===== src/rtl/hazard_fwd_unit_if.sv =====
// ID-stage request and hazard/forwarding response bundle for hazard_fwd_unit.
// master = pipeline control side, slave = the hazard/forwarding unit.
interface hazard_fwd_unit_if #(
   parameter int unsigned REG_AW    = 5,
   parameter int unsigned NUM_SRC   = 2,
   parameter int unsigned FWD_DEPTH = 2,
   parameter int unsigned CNT_W     = 16
);
   localparam int unsigned SELW = $clog2(FWD_DEPTH + 1);

   logic                      id_valid_i;
   logic [NUM_SRC*REG_AW-1:0] id_rs_i;
   logic [NUM_SRC-1:0]        id_rs_used_i;
   logic [REG_AW-1:0]         id_rd_i;
   logic                      id_regwrite_i;
   logic                      id_memread_i;
   logic                      flush_i;
   logic                      stall_o;
   logic                      bubble_o;
   logic [NUM_SRC*SELW-1:0]   fwd_sel_o;
   logic [CNT_W-1:0]          stall_cnt_o;

   modport master (
      output id_valid_i, id_rs_i, id_rs_used_i, id_rd_i, id_regwrite_i, id_memread_i, flush_i,
      input  stall_o, bubble_o, fwd_sel_o, stall_cnt_o
   );

   modport slave (
      input  id_valid_i, id_rs_i, id_rs_used_i, id_rd_i, id_regwrite_i, id_memread_i, flush_i,
      output stall_o, bubble_o, fwd_sel_o, stall_cnt_o
   );
endinterface


===== src/rtl/hazard_fwd_unit.sv =====
// Hazard and forwarding controller: shadow pipeline of destination tags drives EX forwarding
// selects and load-use stalls for the instruction in ID.
module hazard_fwd_unit #(
   parameter int unsigned REG_AW       = 5,
   parameter int unsigned NUM_SRC      = 2,
   parameter int unsigned FWD_DEPTH    = 2,
   parameter int unsigned LOAD_FWD_MIN = 2,
   parameter int unsigned CNT_W        = 16
) (
   input logic               clk_i,
   input logic               rst_i,
   hazard_fwd_unit_if.slave  bus
);
   localparam int unsigned SELW = $clog2(FWD_DEPTH + 1);

   // Slot 0 is EX, slot j is the j-th stage after EX.
   logic [FWD_DEPTH:0]        valid_q;
   logic [FWD_DEPTH:0]        regwrite_q;
   logic [FWD_DEPTH:0]        memread_q;
   logic [REG_AW-1:0]         rd_q [FWD_DEPTH+1];
   logic [NUM_SRC*REG_AW-1:0] rs_q;
   logic [NUM_SRC-1:0]        rs_used_q;
   logic [CNT_W-1:0]          cnt_q, cnt_d;

   logic                      stall;
   logic                      issue;
   logic [NUM_SRC*SELW-1:0]   fwd_sel;

   // Stall while a load still too young to forward produces a source the ID instruction reads.
   always_comb begin
      stall = 1'b0;
      for (int k = 0; k < int'(NUM_SRC); k++) begin
         for (int j = 0; j < int'(LOAD_FWD_MIN) - 1; j++) begin
            if (bus.id_rs_used_i[k] && valid_q[j] && regwrite_q[j] && memread_q[j] &&
                (rd_q[j] != '0) && (rd_q[j] == bus.id_rs_i[k*REG_AW +: REG_AW])) begin
               stall = 1'b1;
            end
         end
      end
      if (!bus.id_valid_i || bus.flush_i) begin
         stall = 1'b0;
      end
   end

   // Scan oldest to youngest so the youngest producer overwrites the select last.
   always_comb begin
      fwd_sel = '0;
      for (int k = 0; k < int'(NUM_SRC); k++) begin
         for (int j = int'(FWD_DEPTH); j >= 1; j--) begin
            if (valid_q[0] && rs_used_q[k] && valid_q[j] && regwrite_q[j] && (rd_q[j] != '0) &&
                (rd_q[j] == rs_q[k*REG_AW +: REG_AW])) begin
               fwd_sel[k*SELW +: SELW] = SELW'(j);
            end
         end
      end
   end

   assign issue = bus.id_valid_i & ~stall & ~bus.flush_i;

   always_comb begin
      cnt_d = cnt_q;
      if (stall && (cnt_q != {CNT_W{1'b1}})) begin
         cnt_d = cnt_q + 1'b1;
      end
   end

   always_ff @(posedge clk_i or posedge rst_i) begin
      if (rst_i) begin
         valid_q    <= '0;
         regwrite_q <= '0;
         memread_q  <= '0;
         for (int j = 0; j <= int'(FWD_DEPTH); j++) begin
            rd_q[j] <= '0;
         end
         rs_q       <= '0;
         rs_used_q  <= '0;
         cnt_q      <= '0;
      end else begin
         valid_q    <= {valid_q[FWD_DEPTH-1:0], issue};
         regwrite_q <= {regwrite_q[FWD_DEPTH-1:0], bus.id_regwrite_i};
         memread_q  <= {memread_q[FWD_DEPTH-1:0], bus.id_memread_i};
         for (int j = 1; j <= int'(FWD_DEPTH); j++) begin
            rd_q[j] <= rd_q[j-1];
         end
         rd_q[0]    <= bus.id_rd_i;
         rs_q       <= bus.id_rs_i;
         rs_used_q  <= bus.id_rs_used_i;
         cnt_q      <= cnt_d;
      end
   end

   assign bus.stall_o     = stall;
   assign bus.bubble_o    = stall | bus.flush_i;
   assign bus.fwd_sel_o   = fwd_sel;
   assign bus.stall_cnt_o = cnt_q;
endmodule


===== src/flat_wrapper.sv =====
// flat-port wrapper written by rule: the top's interface ports become plain ports
module hazard_fwd_unit_flat 
#(
   parameter int unsigned REG_AW       = 5,
   parameter int unsigned NUM_SRC      = 2,
   parameter int unsigned FWD_DEPTH    = 2,
   parameter int unsigned LOAD_FWD_MIN = 2,
   parameter int unsigned CNT_W        = 16
)
  (clk_i, rst_i, bus_id_valid_i, bus_id_rs_i, bus_id_rs_used_i, bus_id_rd_i, bus_id_regwrite_i, bus_id_memread_i, bus_flush_i, bus_stall_o, bus_bubble_o, bus_fwd_sel_o, bus_stall_cnt_o);
  hazard_fwd_unit_if #(.REG_AW(REG_AW), .NUM_SRC(NUM_SRC), .FWD_DEPTH(FWD_DEPTH), .CNT_W(CNT_W)) bus_i ();
  input logic clk_i;
  input logic rst_i;
  input wire logic [$bits(bus_i.id_valid_i)-1:0] bus_id_valid_i;
  input wire logic [$bits(bus_i.id_rs_i)-1:0] bus_id_rs_i;
  input wire logic [$bits(bus_i.id_rs_used_i)-1:0] bus_id_rs_used_i;
  input wire logic [$bits(bus_i.id_rd_i)-1:0] bus_id_rd_i;
  input wire logic [$bits(bus_i.id_regwrite_i)-1:0] bus_id_regwrite_i;
  input wire logic [$bits(bus_i.id_memread_i)-1:0] bus_id_memread_i;
  input wire logic [$bits(bus_i.flush_i)-1:0] bus_flush_i;
  output wire logic [$bits(bus_i.stall_o)-1:0] bus_stall_o;
  output wire logic [$bits(bus_i.bubble_o)-1:0] bus_bubble_o;
  output wire logic [$bits(bus_i.fwd_sel_o)-1:0] bus_fwd_sel_o;
  output wire logic [$bits(bus_i.stall_cnt_o)-1:0] bus_stall_cnt_o;
  assign bus_i.id_valid_i = bus_id_valid_i;
  assign bus_i.id_rs_i = bus_id_rs_i;
  assign bus_i.id_rs_used_i = bus_id_rs_used_i;
  assign bus_i.id_rd_i = bus_id_rd_i;
  assign bus_i.id_regwrite_i = bus_id_regwrite_i;
  assign bus_i.id_memread_i = bus_id_memread_i;
  assign bus_i.flush_i = bus_flush_i;
  assign bus_stall_o = bus_i.stall_o;
  assign bus_bubble_o = bus_i.bubble_o;
  assign bus_fwd_sel_o = bus_i.fwd_sel_o;
  assign bus_stall_cnt_o = bus_i.stall_cnt_o;
  hazard_fwd_unit #(.REG_AW(REG_AW), .NUM_SRC(NUM_SRC), .FWD_DEPTH(FWD_DEPTH), .LOAD_FWD_MIN(LOAD_FWD_MIN), .CNT_W(CNT_W)) u_core (.clk_i(clk_i), .rst_i(rst_i), .bus(bus_i));
endmodule

===== config.mk =====
export PLATFORM = sky130hd
export DESIGN_NAME = hazard_fwd_unit_flat
export DESIGN_NICKNAME = d
export VERILOG_FILES = /design/src/rtl/hazard_fwd_unit_if.sv /design/src/rtl/hazard_fwd_unit.sv /design/src/flat_wrapper.sv
export SDC_FILE = /design/constraint.sdc
export NUM_CORES = 1
export LEC_CHECK = 0
export ABC_CLOCK_PERIOD_IN_PS = 3650
export BUFFER_PORTS_ARGS = -buffer_cell sky130_fd_sc_hd__buf_2
export CELL_PAD_IN_SITES_DETAIL_PLACEMENT = 0
export CELL_PAD_IN_SITES_GLOBAL_PLACEMENT = 2
export CORE_UTILIZATION = 38
export CTS_CLUSTER_DIAMETER = 100
export DETAILED_ROUTE_END_ITERATION = 8
export PLACE_DENSITY = 0.84
export SETUP_SLACK_MARGIN = 0.05
export SLEW_MARGIN = 20
export SYNTH_ARGS = -nofsm -noshare
export SYNTH_HDL_FRONTEND = slang
export SYNTH_SLANG_ARGS = --single-unit

===== constraint.sdc =====
create_clock -name clk_i -period 3.65 [get_ports clk_i]
set_clock_uncertainty 0.1 [all_clocks]
set_input_delay 0.1825 -clock clk_i [delete_from_list [all_inputs] [get_ports clk_i]]
set_output_delay 0.1825 -clock clk_i [all_outputs]
set_load 0.02 [all_outputs]

**After elaboration in Yosys (flattened, before gate mapping)**

Index checks and enable logic that the tools add are counted.

- Output and inout bits: 22
- Bits in registers: 50
- Logic and storage cells: 63

- Add/sub/neg operators: 1
- Bitwise operators: 5
- Equality and inequality tests: 7
- Reductions and logical operators: 34
- Mux-type cells: 7

Operators by type and width:

| cell | number |
|---|---|
| 5-bit == test | 6 |
| 1-bit logical AND | 29 |
| 16-bit by 1-bit adder with 16-bit output, second input constant | 1 |
| 16-bit != test, second input constant | 1 |
| 5-bit nonzero test | 3 |
| 2-bit two-way mux | 4 |
| 1-bit two-way mux | 3 |
| 1-bit bitwise AND | 2 |
| 1-bit NOT | 2 |
| 1-bit zero test | 1 |
| 1-bit logical OR | 1 |
| 1-bit bitwise OR | 1 |

**Longest topological paths before layout**

Gate-level depths: netlist (run 1).

- Depth after elaboration: 11
- Depth in mapped cells: 6
- Mapped depth without buffers: 6

**Worst setup path after synthesis (run 1)**

Ideal clock, no wire load.

- Path kind: flip-flop to output port
- Start: register u_core.rd_q[11] (netlist bit)
- End: output bus_stall_o
- Stages on the path, launching flop included: 6
- Setup slack: 1.568 ns
- Data required time: 3.367 ns
- Arrival: 1.800 ns
- Path buffers: 1
- Cells stage by stage: dfrtp_1 > xnor2_1 > nand4_1 > o22ai_2 > buf_2 > nor3b_1

- Word-level cells in the longest chain between the ends: 6
- Elaborated cells between the ends (all ways): 10
- Classes of those cells: eq/ne (2); mux (3); reduce/logical (5)

RTL lines:

| what | line | source |
|---|---|---|
| start: declaration | hazard_fwd_unit.sv:20 | `logic [REG_AW-1:0] rd_q [FWD_DEPTH+1];` |
| start signal: indexed assignment | hazard_fwd_unit.sv:83 | `rd_q[j] <= rd_q[j-1];` |
| 5-bit nonzero test | hazard_fwd_unit.sv:35 | `(rd_q[j] != '0) && (rd_q[j] == bus.id_rs_i[k*REG_AW +: REG_AW])) begin` |
| 1-bit logical AND | hazard_fwd_unit.sv:34 | `if (bus.id_rs_used_i[k] && valid_q[j] && regwrite_q[j] && memread_q[j] &&` |
| 1-bit logical AND | hazard_fwd_unit.sv:35 |  |
| 1-bit two-way mux | hazard_fwd_unit.sv:34 |  |
| 1-bit two-way mux * | hazard_fwd_unit.sv:34 |  |
| 1-bit two-way mux * | hazard_fwd_unit.sv:40 | `if (!bus.id_valid_i \|\| bus.flush_i) begin` |
| end: declaration | flat_wrapper.sv:21 | `output wire logic [$bits(bus_i.stall_o)-1:0] bus_stall_o;` |

Every way passes the cells marked *; elsewhere a longest branch is shown, timed or not.

**Worst setup path after layout (run 1)**

- Start: input bus_id_rs_i[7]
- End: output bus_bubble_o

- Word-level cells in the longest chain between the ends: 5

RTL lines:

| what | line | source |
|---|---|---|
| start: declaration | flat_wrapper.sv:15 | `input wire logic [$bits(bus_i.id_rs_i)-1:0] bus_id_rs_i;` |
| 5-bit == test | hazard_fwd_unit.sv:35 |  |
| 1-bit logical AND | hazard_fwd_unit.sv:35 |  |
| 1-bit two-way mux | hazard_fwd_unit.sv:34 |  |
| 1-bit two-way mux | hazard_fwd_unit.sv:40 |  |
| 1-bit bitwise OR | hazard_fwd_unit.sv:93 | `assign bus.bubble_o = stall \| bus.flush_i;` |
| end: declaration | flat_wrapper.sv:22 | `output wire logic [$bits(bus_i.bubble_o)-1:0] bus_bubble_o;` |

No other way between the ends.

==> results of run 1 <==
-- power by group --
group	switching [uW]	leakage (uW)	internal (uW)
logic	41.7	0.000519	49.1
registers	19.3	0.000623	573
clock network	181	0.0000441	135
total	242	0.00119	757
-- final timing paths --
check,end,slack (ns),cells past startpoint
min in group asynchronous,u_core.bus.stall_cnt_o[1]$_DFFE_PP0P_,0.46,3
max in group asynchronous,u_core.rs_q[4]$_DFF_PP0_,2.48,3
min,u_core.bus.stall_cnt_o[4]$_DFFE_PP0P_,0.23,4
max reg2reg,u_core.bus.stall_cnt_o[12]$_DFFE_PP0P_,1.46,5
min reg2reg,u_core.valid_q[2]$_DFF_PP0_,0.28,0
max,bus_bubble_o,1.10,8
-- routing by layer --
metal / vias up / GRT usage (%) / part of all wire, %
li1: 771 / - / -
met1: 746 / 22.32 / 49
met2: 32 / 27.43 / 47
met3: 6 / 3.882 / 3.4
met4: 0 / 5.094 / 1.3
met5: - / 0 / 0
-- Yosys cell counts (all sizes together) --
cell / n
nor4: 4
mux2: 3
nand4: 12
nand2b: 2
nand4b: 1
nor3b: 2
or4: 5
a21o: 1
dfrtp: 50
and3: 4
nand3: 14
nor3: 4
xnor2: 38
nor2: 8
o21ai: 1
buf: 1
o211ai: 2
and4: 1
o21a: 1
xor2: 4
ha: 1
nand2: 11
nor2b: 2
a31oi: 1
o22ai: 1
inv: 1
a21oi: 3
-- final cells by class --
cell class	count	share of cell area (%)
sequential	50	45.29
clock inverter	3	0.7699
multi-input combinational	126	32.79
timing repair buffer	64	15.22
inverter	1	0.1812
clock buffer	5	2.491
tap	72	3.261
-- per-stage QoR --
stage	hold WS [ns]	instance area, um^2
after floorplan	0.1139	2166
after global placement	0.1961	2471
after detailed placement	0.1922	2471
after CTS	0.04448	2751
after global routing	0.2468	2763
final	0.2295	2763
-- state kept, by name (all words and copies together) (netlist names) --
register,cells
u_core.rs_used_q,2
u_core.bus.stall_cnt_o,16
u_core.memread_q,1
u_core.rd_q,15
u_core.valid_q,3
u_core.regwrite_q,3
u_core.rs_q,10
-- kinds of logic (layout without fill, tap and decap cells) --
kind of cell | Yosys count | count (layout) | share of synthesized area, %
AOI/OAI and AO/OA | 10 | 10 | 4.218
xor gates and xnor gates | 42 | 42 | 16.98
adders and majority gates | 1 | 1 | 0.5776
buffers and inverters | 2 | 73 | 0.4040
DFF | 50 | 50 | 57.77
muxes | 3 | 3 | 1.560
and+or+nand+nor | 70 | 70 | 18.49
-- worst reg2reg max path: cells and delay by family, from the launching register on --
| kind | cells | cell delay (ns) |
|---|---|---|
| mux | 1 | 0.36 |
| simple gates | 2 | 0.36 |
| compound gates | 1 | 0.61 |
| flops | 1 | 0.46 |
| xor+xnor | 1 | 0.19 |
-- repair_timing --
action | CTS | global route
setup buffers | 0 | 0
hold buffers | 19 | 1
resized for setup | 0 | 0
endpoints found under the hold margin | 19 | 44
==> flow_summary.yaml, run 1 <==
detailed_routing:
  drc_errors: 0
  wl_per_cell_um: 14.21
  ant_nets: 0
  finalWirelength_um: 4563
  drt_iter0_markers: 77
  via_count: 1555
  drtPass1Iterations: 4
  via_per_inst: 4.844
cells_and_area:
  nFillCells: 526
  fin_cells: 321
  fin_nets: 272
  antenna_cells: 0
  multi_input_area_um2: 905.9
  seq_area_um2: 1251
  fin_util_pct: 50.17
  mostFrequentLayoutCell: "dfrtp_1"
  layout_common_cells: "dfrtp_1, buf_2, xnor2_1"
  drive_gt1_share_pct: 24.10
  syn_to_final_growth_pct: 27.56
logic_synthesis:
  ys_seq_area_share_pct: 57.77
  synth_nets: 202
  synth_warnings: 0
  yosysTopAreaCellShare_pct: 57.77
  synth_cell_type_count: 32
  syn_avg_cell_area_um2: 12.17
  synth_area_um2: 2166
  synth_seq_cells: 50
  synth_top_area_cell: "dfrtp_1"
  synthTopCellsByArea: "dfrtp_1, xnor2_1, nand4_1"
  netlist_instances: 178
cts:
  root_buffer: "clkbuf_8"
  clk_pin_slew_ns: 0.08
  numClockSinks: 50
  numCtsBuffers: 5
  clk_latency_ns: 0.30
  clock_path_buffers: 2
  h-tree-depth: 2
  cts_tree: "yes"
run_status:
  status: "completed"
timing:
  fin_ws_ns: 1.100
  slew_headroom_pct: 43.87
  min_period_ns: 2.550
  hold_violations: 0
  rsz0062_at_grt: "no"
  worst_slew_pin_slew_ns: 0.8409
  finalCritPeriodShare_pct: 69.87
  slew_viol_final: 0
  fmax_mhz: 392.1
  setup_tns_ns: 0
  finalSetupViolCount: 0
critical_path:
  critPathMaxFanout: 18
  cpMostUsedCell: "buf_2"
  critPathKind: "input port to primary output"
  max_stage_delay_ns: 0.61
  r2r_start: "u_core.rd_q[11]$_DFF_PP0_"
  cpMaxStageDelayCell: "o22ai_2"
  critPathCaptureType: "primary output"
  crit_start: "bus_id_rs_i[7]"
  path_buf_inv: 3
  cp_cell_sequence: "dlygate4sd3_1 -> buf_2 -> xnor2_1 -> nand4_1 -> o22ai_2 -> nor2b_1 -> a21o_1 -> buf_2"
  arrival_ns: 2.27
  critPathTopFamily: "buffers and inverters"
  start_kind: "input port"
  crit_required_ns: 3.37
die:
  start_util_pct: 39.33
  std_cell_rows: 27
  io_pins: 45
  die_y_um: 77.50
  die-area_um2: 6005
  die-width_um: 77.50
  core_um2: 5507
placement:
  io_buffer_count: 44
  place_congestion: 0.7283
  post-place-ws_ns: 1.445
  dp_hpwl_um: 3253
  placed_cells: 293
pwr:
  power_density_nw_per_um2: 361.5
  p_leak_uw: 0.001187
  total_power_uw: 998.7
  vdd_drop_max_mv: 0.1966
global_routing:
  grt.overflow.total: 0
  grtUsageTotal_pct: 16.85
  first_global_vias: 1598
  antenna_found_initial: 0
  grt_pass1_wl_um: 7686
  grt_max_degree: 51
hold_path:
  worstHoldStart: "bus_flush_i"
  hp-class: "input port to flop"
flow_run:
  max_cap_violations: 0
No activity file was read; power rests on OpenSTA's default activity.
==> run 2, diff against run 1 <==
--- a/config.mk
+++ b/config.mk
@@ -5,14 +5,14 @@
 export SDC_FILE = /design/constraint.sdc
 export NUM_CORES = 1
 export LEC_CHECK = 0
-export ABC_CLOCK_PERIOD_IN_PS = 3650
+export ABC_CLOCK_PERIOD_IN_PS = 2300
 export BUFFER_PORTS_ARGS = -buffer_cell sky130_fd_sc_hd__buf_2
 export CELL_PAD_IN_SITES_DETAIL_PLACEMENT = 0
 export CELL_PAD_IN_SITES_GLOBAL_PLACEMENT = 2
-export CORE_UTILIZATION = 38
+export CORE_UTILIZATION = 32
 export CTS_CLUSTER_DIAMETER = 100
 export DETAILED_ROUTE_END_ITERATION = 8
-export PLACE_DENSITY = 0.84
+export PLACE_DENSITY = 0.76
 export SETUP_SLACK_MARGIN = 0.05
 export SLEW_MARGIN = 20
 export SYNTH_ARGS = -nofsm -noshare
==> constraint.sdc (replaced) <==
create_clock -name clk_i -period 2.3 [get_ports clk_i]
set_clock_uncertainty 0.1 [all_clocks]
set_input_delay 0.115 -clock clk_i [delete_from_list [all_inputs] [get_ports clk_i]]
set_output_delay 0.115 -clock clk_i [all_outputs]
set_load 0.02 [all_outputs]
==> flow_summary.yaml, run 2 (same netlist as run 1, synthesis figures left out) <==
timing:
  hold_violations: 0
  setup_tns_ns: 0
  fin_ws_ns: 0.1543
  finalCritPeriodShare_pct: 93.29
  min_period_ns: 2.146
  slew_headroom_pct: 62.45
  fmax_mhz: 466.0
  worst_slew_pin_slew_ns: 0.5624
  finalSetupViolCount: 0
  slew_viol_final: 0
  rsz0062_at_grt: "no"
global_routing:
  grtUsageTotal_pct: 14.64
  grt_max_degree: 28
  first_global_vias: 1651
  grt_pass1_wl_um: 7948
  antenna_found_initial: 0
  grt.overflow.total: 0
critical_path:
  cpMaxStageDelayCell: "or4_1"
  cp_cell_sequence: "or4_1 -> o211ai_1 -> nor4_1 -> nor2_1 -> buf_2"
  start_kind: "flop"
  path_buf_inv: 1
  max_stage_delay_ns: 0.57
  critPathKind: "flop to primary output"
  arrival_ns: 1.93
  rrSetupSlack_ns: 0.23
  critPathMaxFanout: 3
  crit_required_ns: 2.09
  critPathCaptureType: "primary output"
  critPathTopFamily: "simple AND/OR/NAND/NOR gates"
flow_run:
  max_cap_violations: 0
pwr:
  vdd_drop_max_mv: 0.2282
  total_power_uw: 1600
  power_density_nw_per_um2: 563.0
  p_leak_uw: 0.001231
cells_and_area:
  antenna_cells: 0
  layout_common_cells: "dfrtp_1, buf_2, xnor2_1"
  syn_to_final_growth_pct: 31.25
  multi_input_area_um2: 913.4
  fin_cells: 335
  fin_nets: 281
  seq_area_um2: 1251
  mostFrequentLayoutCell: "dfrtp_1"
  nFillCells: 633
  drive_gt1_share_pct: 26.74
  largest_register_ffs: 16
run_status:
  violations: "design-rule violations"
  status: "finished, violations left"
placement:
  io_buffer_count: 44
  dp_hpwl_um: 3487
  place_congestion: 0.7811
  placed_cells: 301
  post-place-ws_ns: 0.2451
die:
  start_util_pct: 33.53
  die-area_um2: 7101
  io_pins: 45
  std_cell_rows: 29
  die-width_um: 84.27
  core_um2: 6459
  die_y_um: 84.27
detailed_routing:
  ant_nets: 0
  drc_errors: 2
  finalWirelength_um: 4800
  via_count: 1573
  drtPass1Iterations: 6
  via_per_inst: 4.696
  drt_iter0_markers: 96
  wl_per_cell_um: 14.33
cts:
  numCtsBuffers: 5
  numClockSinks: 50
  clock_path_buffers: 2
  clk_pin_slew_ns: 0.09
  h-tree-depth: 2
  cts_tree: "yes"
  root_buffer: "clkbuf_8"
  clk_latency_ns: 0.30
hold_path:
  hp-class: "input port to flop"
## run 2: changes by cell type in the layout (fill, tap and decap cells not counted), sizes merged
cell | before | now
inv | 0 | 1
buf | 44 | 53
clkinv | 3 | 2
## run 2: what timing repair did
| action | 4_1_cts | 5_1_grt |
|---|---|---|
| resized for setup | 1 | 0 |
| setup endpoints to repair | 2 | 2 |
| endpoints found under the hold margin | 44 | 0 |
| pin swaps | 2 | 1 |
| setup buffers | 4 | 2 |
| hold buffers | 20 | 0 |
## run 2: per-stage QoR
stage / cell area [um^2] / hold slack (ns) / util [%]
3_3_place_gp: 2500 / 0.1005 / 38.71
3_5_place_dp: 2500 / 0.1000 / 38.71
6_report: 2843 / 0.1433 / 44.01
2_1_floorplan: 2166 / 0.04643 / -
5_1_grt: 2843 / 0.1579 / 44.01
4_1_cts: 2828 / 0.1343 / 43.78
## run 2: path summary, 6_finish.rpt
check                                          startpoint                               endpoint  depth (start not counted)
max                              u_core.rd_q[5]$_DFF_PP0_                       bus_fwd_sel_o[3]                          5
min                                           bus_flush_i  u_core.bus.stall_cnt_o[0]$_DFFE_PP0P_                          4
max reg2reg                     u_core.rd_q[10]$_DFF_PP0_  u_core.bus.stall_cnt_o[1]$_DFFE_PP0P_                          6
min reg2reg                u_core.regwrite_q[0]$_DFF_PP0_         u_core.regwrite_q[1]$_DFF_PP0_                          0
max in group asynchronous                           rst_i               u_core.rs_q[6]$_DFF_PP0_                          4
min in group asynchronous                           rst_i               u_core.rs_q[2]$_DFF_PP0_                          3
## run 2: metal layers
layer / wire, um / vias to the layer above / global-route usage [%]
li1: - / 785 / -
met1: 2127 / 742 / 17.59
met2: 2412 / 37 / 25.48
met3: 161 / 9 / 3.048
met4: 98 / 0 / 6.270
met5: 0 / - / 0
## run 2: layout make-up
cell class,count,share of cell area [%]
sequential,50,44.01
clock buffer,5,2.421
clock inverter,3,0.7482
timing repair buffer,73,17.17
tap,77,3.389
inverter,1,0.1320
multi-input combinational,126,32.13
## run 2: where the power goes
group          internal, uW  switching (uW)
clock network           214             288
registers               910            29.8
logic                  86.2            72.8
total                  1210             391
## run 2: worst reg2reg max path, delay by kind of cell, from the launching register on
kind            cells  cell delay [ns]
simple gates        2             0.69
flops               1             0.43
mux                 1             0.32
buf+inv             1             0.19
compound gates      2             0.24
==> run 3, diff against run 2 <==
--- a/config.mk
+++ b/config.mk
@@ -5,14 +5,15 @@
 export SDC_FILE = /design/constraint.sdc
 export NUM_CORES = 1
 export LEC_CHECK = 0
+export ABC_AREA = 1
 export ABC_CLOCK_PERIOD_IN_PS = 2300
 export BUFFER_PORTS_ARGS = -buffer_cell sky130_fd_sc_hd__buf_2
 export CELL_PAD_IN_SITES_DETAIL_PLACEMENT = 0
 export CELL_PAD_IN_SITES_GLOBAL_PLACEMENT = 2
-export CORE_UTILIZATION = 32
+export CORE_UTILIZATION = 29
 export CTS_CLUSTER_DIAMETER = 100
 export DETAILED_ROUTE_END_ITERATION = 8
-export PLACE_DENSITY = 0.76
+export PLACE_DENSITY = 0.75
 export SETUP_SLACK_MARGIN = 0.05
 export SLEW_MARGIN = 20
 export SYNTH_ARGS = -nofsm -noshare
==> flow_summary.yaml, run 3 <==
die:
  io_pins: 45
  start_util_pct: 29.80
  std_cell_rows: 34
  die_y_um: 96.44
  die-area_um2: 9300
  die-width_um: 96.44
  core_um2: 8678
timing:
  rsz0062_at_grt: "no"
  worst_slew_pin_slew_ns: 0.6104
  setup_tns_ns: 0
  finalCritPeriodShare_pct: 88.66
  finalHoldWorstSlack_ns: 0.2110
  finalSetupViolCount: 0
  slew_headroom_pct: 59.26
  hold_violations: 0
  min_period_ns: 2.039
  slew_viol_final: 0
  fmax_mhz: 490.4
critical_path:
  cpMostUsedCell: "nand2_1"
  path_buf_inv: 3
  critPathTopFamily: "buffers and inverters"
  critPathKind: "input port to primary output"
  cpMaxStageDelayCell: "dlygate4sd3_1"
  start_kind: "input port"
  critPathMaxFanout: 32
  cp_cell_sequence: "dlygate4sd3_1 -> buf_2 -> xnor2_1 -> nand2_1 -> nor2_1 -> nand2_2 -> nand2_8 -> nand2_1 -> nand2_1 -> buf_2"
  arrival_ns: 1.82
  max_stage_delay_ns: 0.55
  critPathCaptureType: "primary output"
  crit_required_ns: 2.09
global_routing:
  grt.overflow.total: 0
  first_global_vias: 2198
  grt_max_degree: 51
  grt_pass1_wl_um: 10280
  grtUsageTotal_pct: 14.58
  antenna_found_initial: 0
cells_and_area:
  nFillCells: 937
  drive_gt1_share_pct: 21.93
  fin_cells: 491
  syn_to_final_growth_pct: 26.51
  mostFrequentLayoutCell: "nand2_1"
  largest_register_ffs: 16
  antenna_cells: 0
  layout_common_cells: "nand2_1, dfrtp_1, buf_2"
  fin_nets: 406
logic_synthesis:
  synthArstFlopShare_pct: 100.0
  syn_avg_cell_area_um2: 8.263
  yosys.cell_count.top_type: "nand2_1"
  synth_warnings: 0
  netlist_instances: 313
  synth_nets: 337
  synth-edff-count: 0
  synth_common_cells: "nand2_1, dfrtp_1, inv_1"
  yosysTopAreaCellShare_pct: 48.38
  synth_seq_cells: 50
  synthTopCellsByArea: "dfrtp_1, nand2_1, inv_1"
  ys_seq_area_share_pct: 48.38
  synth_area_um2: 2586
  synth_cell_type_count: 30
  ys.flop_type: "dfrtp_1"
  synth_top_area_cell: "dfrtp_1"
placement:
  io_buffer_count: 44
  placed_cells: 461
  place_congestion: 0.7765
  dp_hpwl_um: 4486
pwr:
  total_power_uw: 1767
  vdd_drop_max_mv: 0.2271
  p_leak_uw: 0.001620
  power_density_nw_per_um2: 540.0
detailed_routing:
  drt_iter0_markers: 67
  finalWirelength_um: 6150
  drtPass1Iterations: 5
  via_count: 2173
  via_per_inst: 4.426
  drc_errors: 0
  wl_per_cell_um: 12.53
  ant_nets: 0
run_status:
  status: "completed"
cts:
  clk_latency_ns: 0.31
  postCtsSetupRepairBufs: 0
  clk_pin_slew_ns: 0.10
  h-tree-depth: 2
  cts_tree: "yes"
  clock_path_buffers: 2
  numClockSinks: 50
  numCtsBuffers: 5
  root_buffer: "clkbuf_8"
hold_path:
  hp-class: "input port to flop"
flow_run:
  max_cap_violations: 0
## run 3: cell count changes after synthesis, moves of 5 or more
cell     change
nand4_1      +7
inv_1       +43
xnor2_1     -22
inv_2        +5
nor2_1      +20
nand2_1     +78
nand3_2      +9
## run 3: cell type report
cell class,instances,area [um^2],area share [%]
well taps,108,135.1,4.130
flip-flops and latches,50,1251,38.24
clock buffers,6,82.58,2.524
clock inverters,2,38.79,1.185
repair buffers,69,475.5,14.53
multi-input cells,207,1105,33.77
inverters,49,183.9,5.621
## run 3: worst min-delay path: cells and delay by family
kind	cells	cell delay, ns
AND/OR/NAND/NOR	3	0.29
buffers and inverters	2	0.18
## run 3: routing by layer
metal	global-route usage, %	share of wire [%]	vias to the layer above
met1	18.92	48	1020
met4	3.309	0.68	0
met3	3.678	3.0	5
li1	-	-	1117
met5	0	0	-
met2	24.47	49	31
## run 3: worst paths after layout
check | start | endpoint | slack, ns | cells past startpoint
setup / recovery | bus_id_rs_i[0] | bus_bubble_o | 0.26 | 10
hold / removal | bus_id_valid_i | u_core.bus.stall_cnt_o[2]$_DFFE_PP0P_ | 0.21 | 5
setup reg to reg | u_core.rd_q[11]$_DFF_PP0_ | u_core.valid_q[0]$_DFF_PP0_ | 0.26 | 7
hold reg to reg | u_core.regwrite_q[1]$_DFF_PP0_ | u_core.regwrite_q[2]$_DFF_PP0_ | 0.28 | 0
max in group asynchronous | rst_i | u_core.bus.stall_cnt_o[15]$_DFFE_PP0P_ | 1.58 | 4
min in group asynchronous | rst_i | u_core.regwrite_q[2]$_DFF_PP0_ | 0.28 | 4
## run 3: repair_timing
item,CTS,global route
endpoints found under the hold margin,70,0
gates resized for setup,0,1
hold buffers,22,0
setup endpoints to repair,0,2
## run 3: cells by family after synthesis
kind of cell	after synthesis	synth area share, %
AND/OR/NAND/NOR	178	33.09
buffers and inverters	56	9.337
flip-flops	50	48.38
XOR/XNOR	18	6.096
AO/OA/AOI/OAI	10	2.613
adder cells (fa/ha/maj)	1	0.4837
## run 3: metrics by stage
stage	util (%)	setup slack, ns	instance area (um^2)
finish	37.70	0.2609	3272
global route	37.70	0.06964	3272
CTS	37.60	0.1188	3263
detailed placement	33.66	0.4781	2922
global placement	33.66	0.5022	2922
floorplan	-	0.6047	2586
## run 3: where the power goes
part | internal, uW | total, uW | switching, uW
clock | 358 | 667 | 308
combinational | 81.2 | 162 | 80.4
sequential | 909 | 939 | 29.5
